<file path="src/rtl/pc_sequencer_pkg.sv">
// Shared definitions for the program-counter sequencer and the decoder that feeds it.
// Holds the run-state enum, branch-class opcodes and the default start address.
package pc_sequencer_pkg;

    typedef enum logic [1:0] {
        IDLE   = 2'b00,
        RUN    = 2'b01,
        HALTED = 2'b10
    } seq_state_t;

    typedef logic [4:0] opcode_t;

    localparam opcode_t kBRC = 5'h08;
    localparam opcode_t kBRR = 5'h09;
    localparam opcode_t kBRO = 5'h0A;

    localparam int unsigned kSTART_ADDR = 0;
    localparam int unsigned kOFFSET_W   = 9;

    // Decoder helper: BRANCH is asserted for any of the branch-class opcodes.
    function automatic logic is_branch_op(input opcode_t op);
        return (op == kBRC) || (op == kBRR) || (op == kBRO);
    endfunction

endpackage

</file>
<file path="src/rtl/pc_next.sv">
// Combinational next-PC unit: sequential increment or signed-magnitude branch,
// wrapping modulo 2^PW in both directions.
module pc_next
    import pc_sequencer_pkg::*;
#(
    parameter int unsigned PW = 10
) (
    input  logic [PW-1:0]        pc,
    input  logic [kOFFSET_W-1:0] offset,
    input  logic                 sign,
    input  logic                 branch,
    output logic [PW-1:0]        pc_nx
);

    // One guard bit above the wider operand so neither direction overflows before truncation.
    localparam int unsigned AW = ((PW > kOFFSET_W) ? PW : kOFFSET_W) + 1;

    logic [AW-1:0] pc_ext;
    logic [AW-1:0] off_ext;
    logic [AW-1:0] sum;

    always_comb begin
        pc_ext  = AW'(pc);
        off_ext = AW'(offset);
        if (!branch) begin
            sum = pc_ext + AW'(1);
        end else if (sign) begin
            sum = pc_ext - off_ext;
        end else begin
            sum = pc_ext + off_ext;
        end
        pc_nx = PW'(sum);
    end

endmodule

</file>
<file path="src/rtl/pc_sequencer.sv">
// Program-counter and run controller: start/done handshake, next-PC selection,
// retired-instruction counter and runaway-program watchdog.
module pc_sequencer
    import pc_sequencer_pkg::*;
#(
    parameter int unsigned PW         = 10,
    parameter int unsigned START_ADDR = kSTART_ADDR,
    parameter int unsigned CW         = 16,
    parameter int unsigned MAX_CYCLES = 16'hFFFF
) (
    input  logic                 CLK,
    input  logic                 RESET_N,
    input  logic                 START,
    input  logic                 STALL,
    input  logic                 BRANCH,
    input  logic [kOFFSET_W-1:0] bOFFSET,
    input  logic                 bSIGN,
    input  logic                 ALU_RST,
    input  logic                 ALU_HALT,
    output logic [PW-1:0]        PC,
    output logic                 COMMIT,
    output logic                 DONE,
    output logic                 TIMEOUT,
    output logic [CW-1:0]        INSTR_CNT,
    output logic [1:0]           STATE
);

    localparam logic [PW-1:0] START_PC = PW'(START_ADDR);

    seq_state_t    state;
    seq_state_t    state_nx;
    logic [PW-1:0] pc_q;
    logic [PW-1:0] pc_adv;
    logic [CW-1:0] icnt_q;
    logic [31:0]   cyc_cnt;
    logic          timeout_q;
    logic          done_q;

    logic in_run;
    logic launch;
    logic halt_req;
    logic soft_rst;
    logic wd_fire;

    pc_next #(.PW(PW)) u_pc_next (
        .pc     (pc_q),
        .offset (bOFFSET),
        .sign   (bSIGN),
        .branch (BRANCH),
        .pc_nx  (pc_adv)
    );

    // Stalled cycles see no halt/reset/branch: every control decision is qualified by COMMIT.
    always_comb begin
        in_run   = (state == RUN);
        launch   = START && ((state == IDLE) || (state == HALTED));
        halt_req = COMMIT && ALU_RST && ALU_HALT;
        soft_rst = COMMIT && ALU_RST && !ALU_HALT;
        wd_fire  = in_run && (MAX_CYCLES != 0) && ((cyc_cnt + 32'd1) == MAX_CYCLES);
    end

    always_ff @(posedge CLK or negedge RESET_N) begin : state_reg
        if (!RESET_N) begin
            state <= IDLE;
        end else begin
            state <= state_nx;
        end
    end

    always_comb begin : next_state
        state_nx = state;
        case (state)
            IDLE:    if (START) state_nx = RUN;
            RUN:     if (halt_req || wd_fire) state_nx = HALTED;
            HALTED:  if (START) state_nx = RUN;
            default: state_nx = IDLE;
        endcase
    end

    always_comb begin : outputs
        COMMIT = (state == RUN) && !STALL;
    end

    always_ff @(posedge CLK or negedge RESET_N) begin : datapath
        if (!RESET_N) begin
            pc_q      <= START_PC;
            icnt_q    <= '0;
            cyc_cnt   <= '0;
            timeout_q <= 1'b0;
            done_q    <= 1'b0;
        end else begin
            done_q <= (state_nx == HALTED);
            if (launch) begin
                pc_q      <= START_PC;
                icnt_q    <= '0;
                cyc_cnt   <= '0;
                timeout_q <= 1'b0;
            end else if (in_run) begin
                cyc_cnt <= cyc_cnt + 32'd1;
                if (COMMIT && (icnt_q != '1)) begin
                    icnt_q <= icnt_q + CW'(1);
                end
                if (wd_fire && !halt_req) begin
                    timeout_q <= 1'b1;
                end
                // A halting cycle (requested or forced) retires but leaves the PC on that instruction.
                if (COMMIT && !halt_req && !wd_fire) begin
                    pc_q <= soft_rst ? START_PC : pc_adv;
                end
            end
        end
    end

    assign PC        = pc_q;
    assign DONE      = done_q;
    assign TIMEOUT   = timeout_q;
    assign INSTR_CNT = icnt_q;
    assign STATE     = state;

endmodule

</file>
<file path="config.mk">
export PLATFORM = sky130hd
export DESIGN_NAME = pc_sequencer
export DESIGN_NICKNAME = d
export VERILOG_FILES = /design/src/rtl/pc_sequencer_pkg.sv /design/src/rtl/pc_next.sv /design/src/rtl/pc_sequencer.sv
export SDC_FILE = /design/constraint.sdc
export NUM_CORES = 1
export LEC_CHECK = 0
export BUFFER_PORTS_ARGS = -buffer_cell sky130_fd_sc_hd__buf_2
export CELL_PAD_IN_SITES_DETAIL_PLACEMENT = 1
export CELL_PAD_IN_SITES_GLOBAL_PLACEMENT = 1
export CORE_UTILIZATION = 46
export CTS_BUF_LIST = sky130_fd_sc_hd__clkbuf_4 sky130_fd_sc_hd__clkbuf_8
export DETAILED_ROUTE_END_ITERATION = 10
export PLACE_DENSITY = 0.93
export RECOVER_POWER = 25
export SYNTH_ARGS = -nofsm -noshare
export SYNTH_HDL_FRONTEND = slang
export SYNTH_HIERARCHICAL = 1
export SYNTH_SLANG_ARGS = --single-unit
</file>
<file path="constraint.sdc">
create_clock -name CLK -period 3.99 [get_ports CLK]
set_input_delay 0.798 -clock CLK [delete_from_list [all_inputs] [get_ports CLK]]
set_output_delay 0.798 -clock CLK [all_outputs]
set_load 0.02 [all_outputs]
</file>
; Word-level counts from Yosys, hierarchy flattened
; Index checks and enable logic that the tools add are counted.
[classes]
addsub = 5
eq_ne = 5
mux = 17
reduce_logical = 25
[ops]
columns = op, count
row1 = 32-bit two-way mux, 2
row2 = 10-bit two-way mux, 6
row3 = 16-bit two-way mux, 3
row4 = 32-bit by 1-bit adder with 32-bit output (second input constant), 1
row5 = 32-bit by 16-bit equality test with 1-bit output (second input constant), 1
row6 = 16-bit by 1-bit adder with 16-bit output (second input constant), 1
row7 = 16-bit inequality test (second input constant), 1
row8 = 10-bit by 1-bit adder with 10-bit output (second input constant), 1
row9 = 10-bit by 9-bit adder with 10-bit output, 1
row10 = 1-bit logical AND, 10
row11 = 10-bit by 9-bit subtractor with 10-bit output, 1
row12 = 2-bit nonzero test, 4
row13 = 2-bit AND reduction, 3
row14 = 2-bit equality test (second input constant), 2
row15 = 1-bit zero test, 4
row16 = 2-bit two-way mux, 2
row17 = 2-bit one-hot mux with 2 select lines, 1
row18 = 1-bit two-way mux, 3
row19 = 2-bit by 1-bit equality test with 1-bit output (second input constant), 1
row20 = 2-bit zero test, 1
row21 = 1-bit logical OR, 2
row22 = 2-bit OR reduction, 1
[word_totals]
register_bits = 62
inputBits = 17
output_inout_bits = 31
wordCells = 58

; Longest topological paths before layout
[depth]
depth_word = 10
mapped_depth = 13
mapped_depth_nobuf = 13

; Modules after synthesis
; The synthesis kept the hierarchy.
[by_module_without_submodules]
columns = mod, instances, cells_per_inst, area_each_um2, seq_area_each_um2
row1 = pc_sequencer, 1, 431, 3783.6, 1551.5
row2 = pc_next, 1, 85, 608.1, 0.0

; Least setup slack after synthesis
; OpenSTA, ideal clock, no wires.
[synth_timing]
path_type = reg2reg
startpoint = register cyc_cnt[1]
endpoint = register pc_q[0] (netlist: PC[0])
setup_ns = 0.121
t_arrival_ns = 3.053
required_ns = 3.869
setup_slack_ns = 0.816
stages_incl_launch_ff = 11
path_buffers = 1
period_less_slack_ns = 3.174
cell_sequence = dfrtp_1 > ha_1 > clkbuf_1 > nand2_1 > or4_4 > nor4_4 > xor2_1 > or3b_2 > nor4b_4 > nor4_4 > a22o_1
[synth_between]
elab_chain_cells = 7
[synth_rtl]
columns = item, line_no
row1 = start: declaration, pc_sequencer.sv:35  ; logic [31:0] cyc_cnt;
row2 = start signal: assignment, pc_sequencer.sv:99  ; cyc_cnt <= cyc_cnt + 32'd1;
row3 = 32-bit by 1-bit adder with 32-bit output, pc_sequencer.sv:59  ; wd_fire = in_run && (MAX_CYCLES != 0) && ((cyc_cnt + 32'd1) == MAX_CYCLES);
row4 = 32-bit by 16-bit equality test with 1-bit output, pc_sequencer.sv:59
row5 = 1-bit logical AND, pc_sequencer.sv:59
row6 = 1-bit zero test, pc_sequencer.sv:107  ; if (COMMIT && !halt_req && !wd_fire) begin
row7 = 1-bit logical AND, pc_sequencer.sv:107
row8 = 2-bit nonzero test (no line), --
row9 = 2-bit AND reduction (no line), --
row10 = end signal: assignment, pc_sequencer.sv:108  ; pc_q <= soft_rst ? START_PC : pc_adv;
row11 = end: declaration, pc_sequencer.sv:32  ; logic [PW-1:0] pc_q;
; No other way between the ends.
; A chain may end at the register's enable or synchronous reset.

; Final worst setup path
[layout_timing]
startpoint = register cyc_cnt[1]
endpoint = register pc_q[6] (netlist: PC[6])
; Same word-level chain as after synthesis.

==> reports/metrics.cfg <==
[setup_path]
critPathMaxStageDelay_ns = 0.57
path_buf_inv = 0
path_max_fanout = 10
crit_path_start_kind = register
cpMaxStageDelayCell = or4_4
critical_path_class = reg2reg
path_common_cell = nor4_4
crit_family = simple AND/OR/NAND/NOR gates
endpoint_kind = register
crit_chain = ha_1, nand2_1, or4_4, nor4_4, xor2_1, or3b_2, nor4b_4, nor4_4, a22o_1
arrival_ns = 3.71
required_ns = 4.24

[route]
antenna_left = 0
wl_um = 13380
wl_per_cell_um = 19.59
drt_iter0_drc = 326
via_per_inst = 6.366
vias = 4348
drc = 0
firstDrtPassIters = 5

[synthesis]
synthFlopType = dfrtp_1
syn_area_sq_mm = 0.004392
yosysMostFrequentCell = dfrtp_1
synth_enable_flop_cells = 0
synth_top_area_cell = dfrtp_1
synthesis.nets = 547
ys_ff_latch = 62
synth.distinct_cells = 57
synth_top_area_frac = 0.3533
netlist_instances = 516
ys_top_cells_by_count = 62 x dfrtp_1, 57 x nand2_1, 48 x o21ai_0
synth_area_per_cell_sq_um = 8.511
synthArstFlopShare = 1.000
yosys_warnings = 6
ys_seq_area_frac = 0.3533
ys_top_cells_by_area = dfrtp_1 35%, o21ai_0 5.5%, nand2_1 4.9%, xnor2_1 4.4%, nor2_1 3.9%

[clocking]
clock_latency_ns = 0.36
htreeDepth = 3
cts_hold_buf = 0
clockRootBuffer = clkbuf_8
ctsResizeCount = 0
cts_num_sinks = 62
cts_max_path_buffers = 2
cts_tree = built
cts_buffers = 9
post_cts_buffers = 0
clk_pin_slew_ns = 0.08

[power]
total_power_mw = 2.305
p_leak_nw = 2.133
power_density_mw_per_mm2 = 472.8
ir_drop_uv = 210.6

[global_route]
grt_max_degree = 47
grt_pass1_wl_um = 22410
globalRouteTotalUtil = 0.2863
gr-total-overflow = 0
grt_pass1_vias = 4499
antenna_found_initial = 0

[die]
io_pins = 48
die_x_um = 99.71
die_area_sq_mm = 0.009942
coreArea_sq_mm = 0.009240
row_count = 35
initial_utilization = 0.4753
die_y_um = 99.71

[timing]
timing.final.max_slew_violations = 29
fin_ws_ns = 0.5249
tightestPinTransition_ns = 1.515
finalCriticalPeriod_ns = 3.465
fin_setup_tns_ns = 0
period_share = 0.8685
relSlewSlack = -0.009672
fmax_mhz = 288.6
hold_viol_final = 0
clock_skew_ns = 0.01377
setup_violations = 0
rsz0062_at_grt = no

[finish]
area_delta_synth_final_pct = 11.00
final_layout_size_suffix_gt1_frac = 0.1552
nNetsFinal = 580
n_antenna_cell = 0
post-route-util = 0.5276

[place]
portBuffers = 47
hpwl_um = 9438
gp_congestion = 0.8798
place_ws_ns = 0.5671

[outcome]
status = complete, but fails checks
violations = capacitance limit, slew limit

[min_path]
hp-class = reg2reg

[flow_run]
maxCapViolations = 1

==> stage by stage <==
stage	hold WS, ns	instance area (sq um)	cells
2_1_floorplan	0.4895	4392	516
3_3_place_gp	0.4643	4706	667
3_5_place_dp	0.4654	4706	667
4_1_cts	0.4502	4878	683
5_1_grt	0.5314	4875	683
6_report	0.4893	4875	683
==> worst reg2reg max path: cells and delay by family, from the launching register on <==
| family | cells | cell delay (ns) |
|---|---|---|
| AND/OR/NAND/NOR | 6 | 2.12 |
| adder cells (fa/ha/maj) | 1 | 0.40 |
| XOR/XNOR | 1 | 0.15 |
| AO/OA/AOI/OAI | 1 | 0.21 |
| flip-flops | 1 | 0.47 |
==> layer usage <==
metal	GRT usage	wire [um]	up-vias
met5	0	0	-
met4	0.1459	479	0
met3	0.04989	610	51
met2	0.4844	6701	171
met1	0.3501	5592	2165
li1	-	-	1961
==> power breakdown <==
part | switching [mW] | internal [mW] | leakage [nW]
logic | 0.632 | 0.324 | 1.19
registers | 0.124 | 0.713 | 0.850
clock network | 0.285 | 0.226 | 0.0894
==> area by class of cell <==
class,instances,area [sq um]
Fill cell,1134,4365
Multi-Input combinational cell,413,2675
Sequential cell,62,1551
Timing Repair Buffer,53,276.5
Tap cell,129,161.4
Clock buffer,9,123.9
Clock inverter,7,48.80
Inverter,10,37.54
==> cells by family after synthesis <==
logic type | Yosys count | share of synthesized area
AND/OR/NAND/NOR | 234 | 0.3040
multiplexers | 3 | 0.006838
flip-flops | 62 | 0.3533
AO/OA/AOI/OAI | 123 | 0.1789
XOR/XNOR | 39 | 0.07778
buffers and inverters | 41 | 0.03761
adder cells (fa/ha/maj) | 14 | 0.04160
==> layout by cell type, fill, tap and decap left out, types with 3 or more instances in the layout <==
| cell | n |
|---|---|
| nand2b_1 | 5 |
| clkbuf_8 | 9 |
| o31a_1 | 4 |
| a22o_1 | 11 |
| a31oi_1 | 14 |
| o211ai_1 | 3 |
| a21oi_1 | 11 |
| or4_4 | 4 |
| o21ai_0 | 48 |
| xor2_1 | 17 |
| nor2_1 | 46 |
| nand4b_1 | 3 |
| xnor2_1 | 22 |
| dfrtp_1 | 62 |
| ha_1 | 13 |
| nand4_1 | 24 |
| nor2b_1 | 4 |
| o31ai_1 | 16 |
| o41ai_1 | 4 |
| nor3_1 | 14 |
| clkinv_2 | 3 |
| or4_1 | 3 |
| inv_1 | 10 |
| or3_1 | 4 |
| nor4_1 | 9 |
| and4_1 | 4 |
| nand3_1 | 12 |
| buf_2 | 46 |
| buf_4 | 5 |
| and3_1 | 12 |
| and2_1 | 13 |
| mux2i_1 | 3 |
| nand2_1 | 57 |
==> state kept, by name, summed over array words and instances (netlist names) <==
register	cells
INSTR_CNT	16
DONE	1
TIMEOUT	1
STATE	2
cyc_cnt	32
PC	10
==> worst paths after layout <==
check	start	endpoint	slack (ns)	cells past startpoint
min reg2reg	TIMEOUT	TIMEOUT	0.49	2
min in group asynchronous	RESET_N	INSTR_CNT[8]	0.78	1
max in group asynchronous	RESET_N	cyc_cnt[15]	1.54	2
max reg2reg	cyc_cnt[1]	PC[6]	0.52	9
max	cyc_cnt[1]	PC[6]	0.52	9
min	TIMEOUT	TIMEOUT	0.49	2
Power figures use the tool's default switching activity.
